File: config.mk
export PLATFORM = sky130hd
export DESIGN_NAME = alu_pipe_flat
export DESIGN_NICKNAME = d
export VERILOG_FILES = /design/src/rtl/alu_pipe_if.sv /design/src/rtl/alu_pipe.sv /design/src/flat_wrapper.sv
export SDC_FILE = /design/constraint.sdc
export NUM_CORES = 1
export LEC_CHECK = 0
export CAP_MARGIN = 30
export CORE_MARGIN = 2
export CORE_UTILIZATION = 63
export CTS_BUF_LIST = sky130_fd_sc_hd__clkbuf_16
export DETAILED_ROUTE_END_ITERATION = 16
export PLACE_DENSITY_LB_ADDON = 0.1
export RECOVER_POWER = 100
export SYNTH_ARGS = -nofsm -noshare
export SYNTH_HDL_FRONTEND = slang
export SYNTH_SLANG_ARGS = --single-unit
File: constraint.sdc
create_clock -name clk -period 15.4 [get_ports clk]
set_input_delay 4.62 -clock clk [delete_from_list [all_inputs] [get_ports clk]]
set_output_delay 4.62 -clock clk [all_outputs]
set_load 0.005 [all_outputs]
File: src/rtl/alu_pipe_if.sv
// Handshake/operand/result bundle between the forwarding stage, alu_pipe and the memory stage.
// master drives operands and out_ready; slave (the ALU) drives in_ready and the result side.
interface alu_pipe_if #(
   parameter int WIDTH = 16
);
   logic             in_valid;
   logic             in_ready;
   logic [WIDTH-1:0] a;
   logic [WIDTH-1:0] b;
   logic [3:0]       op;
   logic             sign;
   logic             out_valid;
   logic             out_ready;
   logic [WIDTH-1:0] result;
   logic             ofl;
   logic             zero;
   logic             cout;
   logic             err;

   modport master (
      output in_valid, a, b, op, sign, out_ready,
      input  in_ready, out_valid, result, ofl, zero, cout, err
   );

   modport slave (
      input  in_valid, a, b, op, sign, out_ready,
      output in_ready, out_valid, result, ofl, zero, cout, err
   );
endinterface

File: src/rtl/alu_pipe.sv
// Registered ALU, one op in flight, one-entry output register with valid/ready backpressure.
// ALU_PIPE_MUL_EN builds the iterative shift-add multiplier (op D); otherwise op D is illegal.
module alu_pipe #(
   parameter int  WIDTH = 16,
   localparam int SHW   = $clog2(WIDTH)
) (
   input  logic      clk,
   input  logic      rst,
   alu_pipe_if.slave bus
);
   localparam logic [3:0] OP_ADD = 4'h0, OP_SUB = 4'h1, OP_XOR = 4'h2, OP_ANDN = 4'h3,
                          OP_OR  = 4'h4, OP_ROL = 4'h5, OP_SLL = 4'h6, OP_ROR  = 4'h7,
                          OP_SRL = 4'h8, OP_SEQ = 4'h9, OP_SLT = 4'hA, OP_SLE  = 4'hB,
                          OP_SCO = 4'hC;

   typedef enum logic {IDLE, MUL_BUSY} state_e;

   state_e           state_q, state_d;
   logic             out_valid_q, out_valid_d;
   logic [WIDTH-1:0] result_q, result_d;
   logic             ofl_q, ofl_d, zero_q, zero_d, cout_q, cout_d, err_q, err_d;

   logic             accept, is_mul;
   logic [WIDTH-1:0] bb, alu_res;
   logic [WIDTH:0]   sum;
   logic [2*WIDTH-1:0] rol_w, ror_w;
   logic [SHW-1:0]   shamt;
   logic             c_msb, alu_ofl, alu_cout, alu_err;

`ifdef ALU_PIPE_MUL_EN
   localparam logic [3:0] OP_MUL = 4'hD;
   logic [2*WIDTH-1:0] acc_q, acc_d, mcand_q, mcand_d, acc_next;
   logic [WIDTH-1:0]   mplier_q, mplier_d;
   logic [SHW-1:0]     cnt_q, cnt_d;
   assign is_mul = (bus.op == OP_MUL);
`else
   assign is_mul = 1'b0;
`endif

   assign bus.in_ready  = !rst && (state_q == IDLE) && (!out_valid_q || bus.out_ready);
   assign accept        = bus.in_valid && bus.in_ready;
   assign bus.out_valid = out_valid_q;
   assign bus.result    = result_q;
   assign bus.ofl       = ofl_q;
   assign bus.zero      = zero_q;
   assign bus.cout      = cout_q;
   assign bus.err       = err_q;

   // One shared adder serves ADD, SUB (a + ~b + 1) and SCO.
   always_comb begin
      bb       = (bus.op == OP_SUB) ? ~bus.b : bus.b;
      sum      = {1'b0, bus.a} + {1'b0, bb} + {{WIDTH{1'b0}}, (bus.op == OP_SUB)};
      c_msb    = bus.a[WIDTH-1] ^ bb[WIDTH-1] ^ sum[WIDTH-1];
      shamt    = bus.b[SHW-1:0];
      rol_w    = {bus.a, bus.a} << shamt;
      ror_w    = {bus.a, bus.a} >> shamt;
      alu_res  = '0;
      alu_ofl  = 1'b0;
      alu_cout = 1'b0;
      alu_err  = 1'b0;
      case (bus.op)
         OP_ADD, OP_SUB: begin
            alu_res  = sum[WIDTH-1:0];
            alu_cout = sum[WIDTH];
            alu_ofl  = bus.sign ? (c_msb ^ sum[WIDTH]) : sum[WIDTH];
         end
         OP_XOR:  alu_res = bus.a ^ bus.b;
         OP_ANDN: alu_res = bus.a & ~bus.b;
         OP_OR:   alu_res = bus.a | bus.b;
         OP_ROL:  alu_res = rol_w[2*WIDTH-1:WIDTH];
         OP_SLL:  alu_res = bus.a << shamt;
         OP_ROR:  alu_res = ror_w[WIDTH-1:0];
         OP_SRL:  alu_res = bus.a >> shamt;
         OP_SEQ:  alu_res = {{(WIDTH-1){1'b0}}, (bus.a == bus.b)};
         OP_SLT:  alu_res = {{(WIDTH-1){1'b0}}, ($signed(bus.a) <  $signed(bus.b))};
         OP_SLE:  alu_res = {{(WIDTH-1){1'b0}}, ($signed(bus.a) <= $signed(bus.b))};
         OP_SCO: begin
            alu_res  = {{(WIDTH-1){1'b0}}, sum[WIDTH]};
            alu_cout = sum[WIDTH];
         end
         default: alu_err = 1'b1;
      endcase
   end

   always_comb begin
      state_d     = state_q;
      out_valid_d = out_valid_q && !bus.out_ready;
      result_d    = result_q;
      ofl_d       = ofl_q;
      zero_d      = zero_q;
      cout_d      = cout_q;
      err_d       = err_q;
      if (accept && !is_mul) begin
         out_valid_d = 1'b1;
         result_d    = alu_res;
         ofl_d       = alu_ofl;
         zero_d      = (alu_res == '0);
         cout_d      = alu_cout;
         err_d       = alu_err;
      end
`ifdef ALU_PIPE_MUL_EN
      acc_d    = acc_q;
      mcand_d  = mcand_q;
      mplier_d = mplier_q;
      cnt_d    = cnt_q;
      acc_next = acc_q + (mplier_q[0] ? mcand_q : '0);
      case (state_q)
         IDLE: begin
            if (accept && is_mul) begin
               state_d  = MUL_BUSY;
               acc_d    = '0;
               mcand_d  = {{WIDTH{1'b0}}, bus.a};
               mplier_d = bus.b;
               cnt_d    = SHW'(WIDTH - 1);
            end
         end
         MUL_BUSY: begin
            acc_d    = acc_next;
            mcand_d  = mcand_q << 1;
            mplier_d = mplier_q >> 1;
            cnt_d    = cnt_q - 1'b1;
            // The final partial product is folded in combinationally so the result lands on count 0.
            if (cnt_q == '0) begin
               state_d     = IDLE;
               out_valid_d = 1'b1;
               result_d    = acc_next[WIDTH-1:0];
               ofl_d       = |acc_next[2*WIDTH-1:WIDTH];
               zero_d      = (acc_next[WIDTH-1:0] == '0);
               cout_d      = 1'b0;
               err_d       = 1'b0;
            end
         end
         default: state_d = IDLE;
      endcase
`endif
   end

   always_ff @(posedge clk) begin
      if (rst) begin
         state_q     <= IDLE;
         out_valid_q <= 1'b0;
         result_q    <= '0;
         ofl_q       <= 1'b0;
         zero_q      <= 1'b0;
         cout_q      <= 1'b0;
         err_q       <= 1'b0;
`ifdef ALU_PIPE_MUL_EN
         acc_q       <= '0;
         mcand_q     <= '0;
         mplier_q    <= '0;
         cnt_q       <= '0;
`endif
      end else begin
         state_q     <= state_d;
         out_valid_q <= out_valid_d;
         result_q    <= result_d;
         ofl_q       <= ofl_d;
         zero_q      <= zero_d;
         cout_q      <= cout_d;
         err_q       <= err_d;
`ifdef ALU_PIPE_MUL_EN
         acc_q       <= acc_d;
         mcand_q     <= mcand_d;
         mplier_q    <= mplier_d;
         cnt_q       <= cnt_d;
`endif
      end
   end
endmodule

File: src/flat_wrapper.sv
// flat-port wrapper written by rule: the top's interface ports become plain ports
module alu_pipe_flat 
#(
   parameter int  WIDTH = 16,
   localparam int SHW   = $clog2(WIDTH)
)
  (clk, rst, bus_in_valid, bus_a, bus_b, bus_op, bus_sign, bus_out_ready, bus_in_ready, bus_out_valid, bus_result, bus_ofl, bus_zero, bus_cout, bus_err);
  alu_pipe_if #(.WIDTH(WIDTH)) bus_i ();
  input  logic clk;
  input  logic rst;
  input wire logic [$bits(bus_i.in_valid)-1:0] bus_in_valid;
  input wire logic [$bits(bus_i.a)-1:0] bus_a;
  input wire logic [$bits(bus_i.b)-1:0] bus_b;
  input wire logic [$bits(bus_i.op)-1:0] bus_op;
  input wire logic [$bits(bus_i.sign)-1:0] bus_sign;
  input wire logic [$bits(bus_i.out_ready)-1:0] bus_out_ready;
  output wire logic [$bits(bus_i.in_ready)-1:0] bus_in_ready;
  output wire logic [$bits(bus_i.out_valid)-1:0] bus_out_valid;
  output wire logic [$bits(bus_i.result)-1:0] bus_result;
  output wire logic [$bits(bus_i.ofl)-1:0] bus_ofl;
  output wire logic [$bits(bus_i.zero)-1:0] bus_zero;
  output wire logic [$bits(bus_i.cout)-1:0] bus_cout;
  output wire logic [$bits(bus_i.err)-1:0] bus_err;
  assign bus_i.in_valid = bus_in_valid;
  assign bus_i.a = bus_a;
  assign bus_i.b = bus_b;
  assign bus_i.op = bus_op;
  assign bus_i.sign = bus_sign;
  assign bus_i.out_ready = bus_out_ready;
  assign bus_in_ready = bus_i.in_ready;
  assign bus_out_valid = bus_i.out_valid;
  assign bus_result = bus_i.result;
  assign bus_ofl = bus_i.ofl;
  assign bus_zero = bus_i.zero;
  assign bus_cout = bus_i.cout;
  assign bus_err = bus_i.err;
  alu_pipe #(.WIDTH(WIDTH)) u_core (.clk(clk), .rst(rst), .bus(bus_i));
endmodule
==> metrics.md <==
| Metric | Value |
|---|---|
| Status | `finished clean` |
| Cts bufs inserted | `3` |
| Required @ worst endpoint | `15560 ps` |
| Post-Syn Area | `0.00508 mm2` |
| Crit path buf inv count | `2` |
| Layout Nets | `758` |
| Clock skew | `0.950 ps` |
| Setup TNS | `0 ps` |
| Largest net degree at the start of global routing | `43` |
| Largest family of logic cells by synthesized area | `compound AO/OA/AOI/OAI gates` |
| Post_cts resized | `0` |
| Logic pwr share | `61.2%` |
| Switching share of power | `43.5%` |
| Met3 Usage GRT | `11.2%` |
| Reg power frac | `19.9%` |
| Simple-gate share of the synthesized area | `20.6%` |
| Seq cells post-synth | `21` |
| CP top delay family | `compound AO/OA/AOI/OAI gates` |
| Dpl cells | `759` |
| Predominant post-synthesis flop cell | `dfxtp_1` |
| CTS Hold Bufs | `0` |
| Crit path capture type | `register` |
| Arr. time, crit path | `11130 ps` |
| Finish-stage setup viols | `0` |
| Async S/R FF share, synth | `0%` |
| Adder-Cell Fraction of Synth Area | `13.7%` |
| DIE WIDTH | `93.8 um` |
| Met2 Use GR | `67.3%` |
| Post-synth top cells | `nand2_1, ha_1, a21oi_1` |
| Die Ht | `93.8 um` |
| Total GRT Usage | `43.7%` |
| Total number of vias | `5764` |
| Layer with the highest usage | `met2` |
| Worst Hold Depth | `2` |
| Fin crit share | `71.2%` |
| Worst skew pair latency | `250 ps` |
| Routed vias/inst | `7.55` |
| Clock sink count | `21` |
| Int Power | `168 uW` |
| Crit-path slowest cell | `nand2_1` |
| Period minus WS final | `10970 ps` |
| Detailed Route WL | `19000 um` |
| DR WL/cell | `25.0 um` |
| Yosys cell types | `73` |
| Longest Clk Path Bufs | `2` |
| RSZ-0062 raised after global routing | `false` |
| Slew @ Worst Pin | `977 ps` |
| Slew HR | `34.9%` |
| Initial antenna violation count | `0` |
| Mux share of post-synthesis cell area | `19.1%` |
| Iteration-0 DRC Markers | `802` |
| Synth Area in Compound Gates | `26.7%` |
| Clk pwr share | `18.8%` |
| Power density cells | `51.8 mW/mm2` |
| R2R cell count | `7` |
| Critical path launch point type | `input port` |
| Synth area leaders | `ha_1, mux4_2, dfxtp_1` |
| Stages on worst setup path | `16` |
| Cell Area, Placed | `0.00567 mm2` |
| CTS root buf | `clkbuf_16` |
| Drc violations | `0` |
| Global-route wire length before repair | `29600 um` |
| Area growth, synth to finish | `12.7%` |
| Fin. Hold Viols | `0` |
| Post-Synth XOR/XNOR Area | `4.48%` |
| Max Slew Vio Count | `0` |
| Lkg Pwr | `2.39 nW` |
| Post-Synthesis Cells | `632` |
| Final GP Congestion | `1.09` |
| Max_cap viols | `0` |
| Sequential area share after synthesis | `8.28%` |
| Max incr delay on CP | `770 ps` |
| Share of layout cells above drive strength 1 | `9.98%` |
| Port Buffer Count | `62` |
| Count leader, synth | `nand2_1` |
| Initial Utilization | `65.4%` |
| Post-DP HPWL | `14300 um` |
| Number of synthesized flops with an enable pin | `0` |
| CTS tree | `built` |
| Grt ovf | `0` |
| Final instance area | `0.00572 mm2` |
| Finished Layout Cells | `763` |
| I/O pins | `63` |
| Maximum fanout along the worst path | `15` |
| F_max | `91.2 MHz` |
| Largest area contributor in the netlist | `ha_1` |
| Die area | `0.00879 mm2` |
| Syn nets | `728` |
| Clock transition at path regs | `60 ps` |
| Met1 usage | `58.5%` |
| CP cell instances | `dlygate4sd3_1 -> inv_1 -> ha_1 -> nor2b_1 -> nand2_1 -> xnor2_1 -> ha_1 -> a21oi_1 -> o21ai_0 -> a21boi_0 -> a31oi_1 -> a31o_2 -> a221o_1 -> a2111o_1 -> a2111o_1 -> o31ai_1` |
| Core area | `0.00777 mm2` |
| Row Count | `32` |
| Post-route ant nets | `0` |
| Crit Path Class | `in2reg` |
| DR pass1 iterations | `6` |
| Vias in the first global route | `5454` |
| Hold WC Path Type | `reg2reg` |
| ANT cells | `0` |
| Share of the synthesized area in the top cell type | `13.3%` |
| P_sw | `129 uW` |
| Synthesized area per cell | `8.03 um2` |
| VDD IR max | `0.0341 mV` |
| Final core utilization | `73.7%` |
| Yosys warns | `0` |
| H-tree depth | `1` |
| Post-CTS setup buffer count | `0` |
## state kept, by name (all words and copies together), names as in the netlist
name and cells:
u_core.bus.result 16, u_core.bus.cout 1, u_core.bus.err 1, u_core.bus.ofl 1, u_core.bus.out_valid 1, u_core.bus.zero 1
## kinds of logic after synthesis
| kind of cell | after synthesis |
|---|---|
| compound gates | 191 |
| xor+xnor | 26 |
| fa+ha+maj | 55 |
| buf+inv | 86 |
| flops | 21 |
| mux | 56 |
| simple gates | 197 |
## worst paths after layout
kind,start,endpoint,slack [ps]
worst max-delay path,bus_op[3],u_core.bus.zero$_SDFFE_PP0P_,4430
worst min register to register,u_core.bus.result[14]$_SDFFE_PP0P_,u_core.bus.result[14]$_SDFFE_PP0P_,470
worst min-delay path,u_core.bus.result[14]$_SDFFE_PP0P_,u_core.bus.result[14]$_SDFFE_PP0P_,470
worst max register to register,u_core.bus.out_valid$_SDFF_PP0_,u_core.bus.zero$_SDFFE_PP0P_,13080
## layout make-up
class / count / area, um2
repair buffers: 71 / 673
flip-flops and latches: 21 / 420
clock buffers: 3 / 75.1
well taps: 102 / 128
fillers: 601 / 2050
clock inverters: 1 / 5.00
multi-input cells: 525 / 4270
inverters: 40 / 150
## power groups by stage
stage	clock, mW	combinational, mW	sequential [mW]
after floorplan	0	0.117	0.0603
after global routing	0.0574	0.194	0.0593
final	0.0559	0.182	0.0591
after detailed placement	0	0.175	0.0604
after global placement	0	0.171	0.0601
after CTS	0.0551	0.176	0.0592
## worst reg2reg max path: cells and delay by family (launching register included)
family             cells  cell delay, ps
AOI/OAI and AO/OA      3            1040
DFF                    1             310
and+or+nand+nor        4             870
## stage by stage
stage / power [mW] / worst slack (ps) / hold WS (ps)
after floorplan: 0.178 / 5960 / 448
after global routing: 0.310 / 4200 / 494
after detailed placement: 0.236 / 4530 / 462
after CTS: 0.291 / 4580 / 474
final: 0.297 / 4430 / 472
after global placement: 0.231 / 4680 / 443
## cells in the final DEF, fill, tap and decap left out, types with 5 or more instances in the layout
cell type	synthesis	routed
mux4_2	28	28
xor2_1	5	5
xnor2_1	21	21
o31ai_1	8	9
dfxtp_1	21	21
o22ai_1	9	9
a21oi_1	42	42
mux2i_1	15	15
o211ai_1	10	10
clkdlybuf4s50_1	0	36
a221oi_1	7	7
nand3b_1	20	20
a221o_1	7	7
nand2_1	62	62
mux2_2	10	10
buf_4	1	7
o21ai_0	36	36
nand3_1	14	14
a22oi_1	8	8
dlygate4sd3_1	0	24
a211oi_1	7	7
and2_1	5	5
nor3_1	10	10
nor2_1	36	36
nor2b_1	6	6
o221ai_1	6	6
nor4_1	6	6
inv_1	39	39
a21o_1	6	6
ha_1	54	54
## metal layers
layer / share of wire (%) / wire length, um
met2: 44 / 8360
met5: 0 / 0
met4: 5.3 / 1000
met1: 37 / 7020
met3: 14 / 2670
No activity file was read; power rests on OpenSTA's default activity.
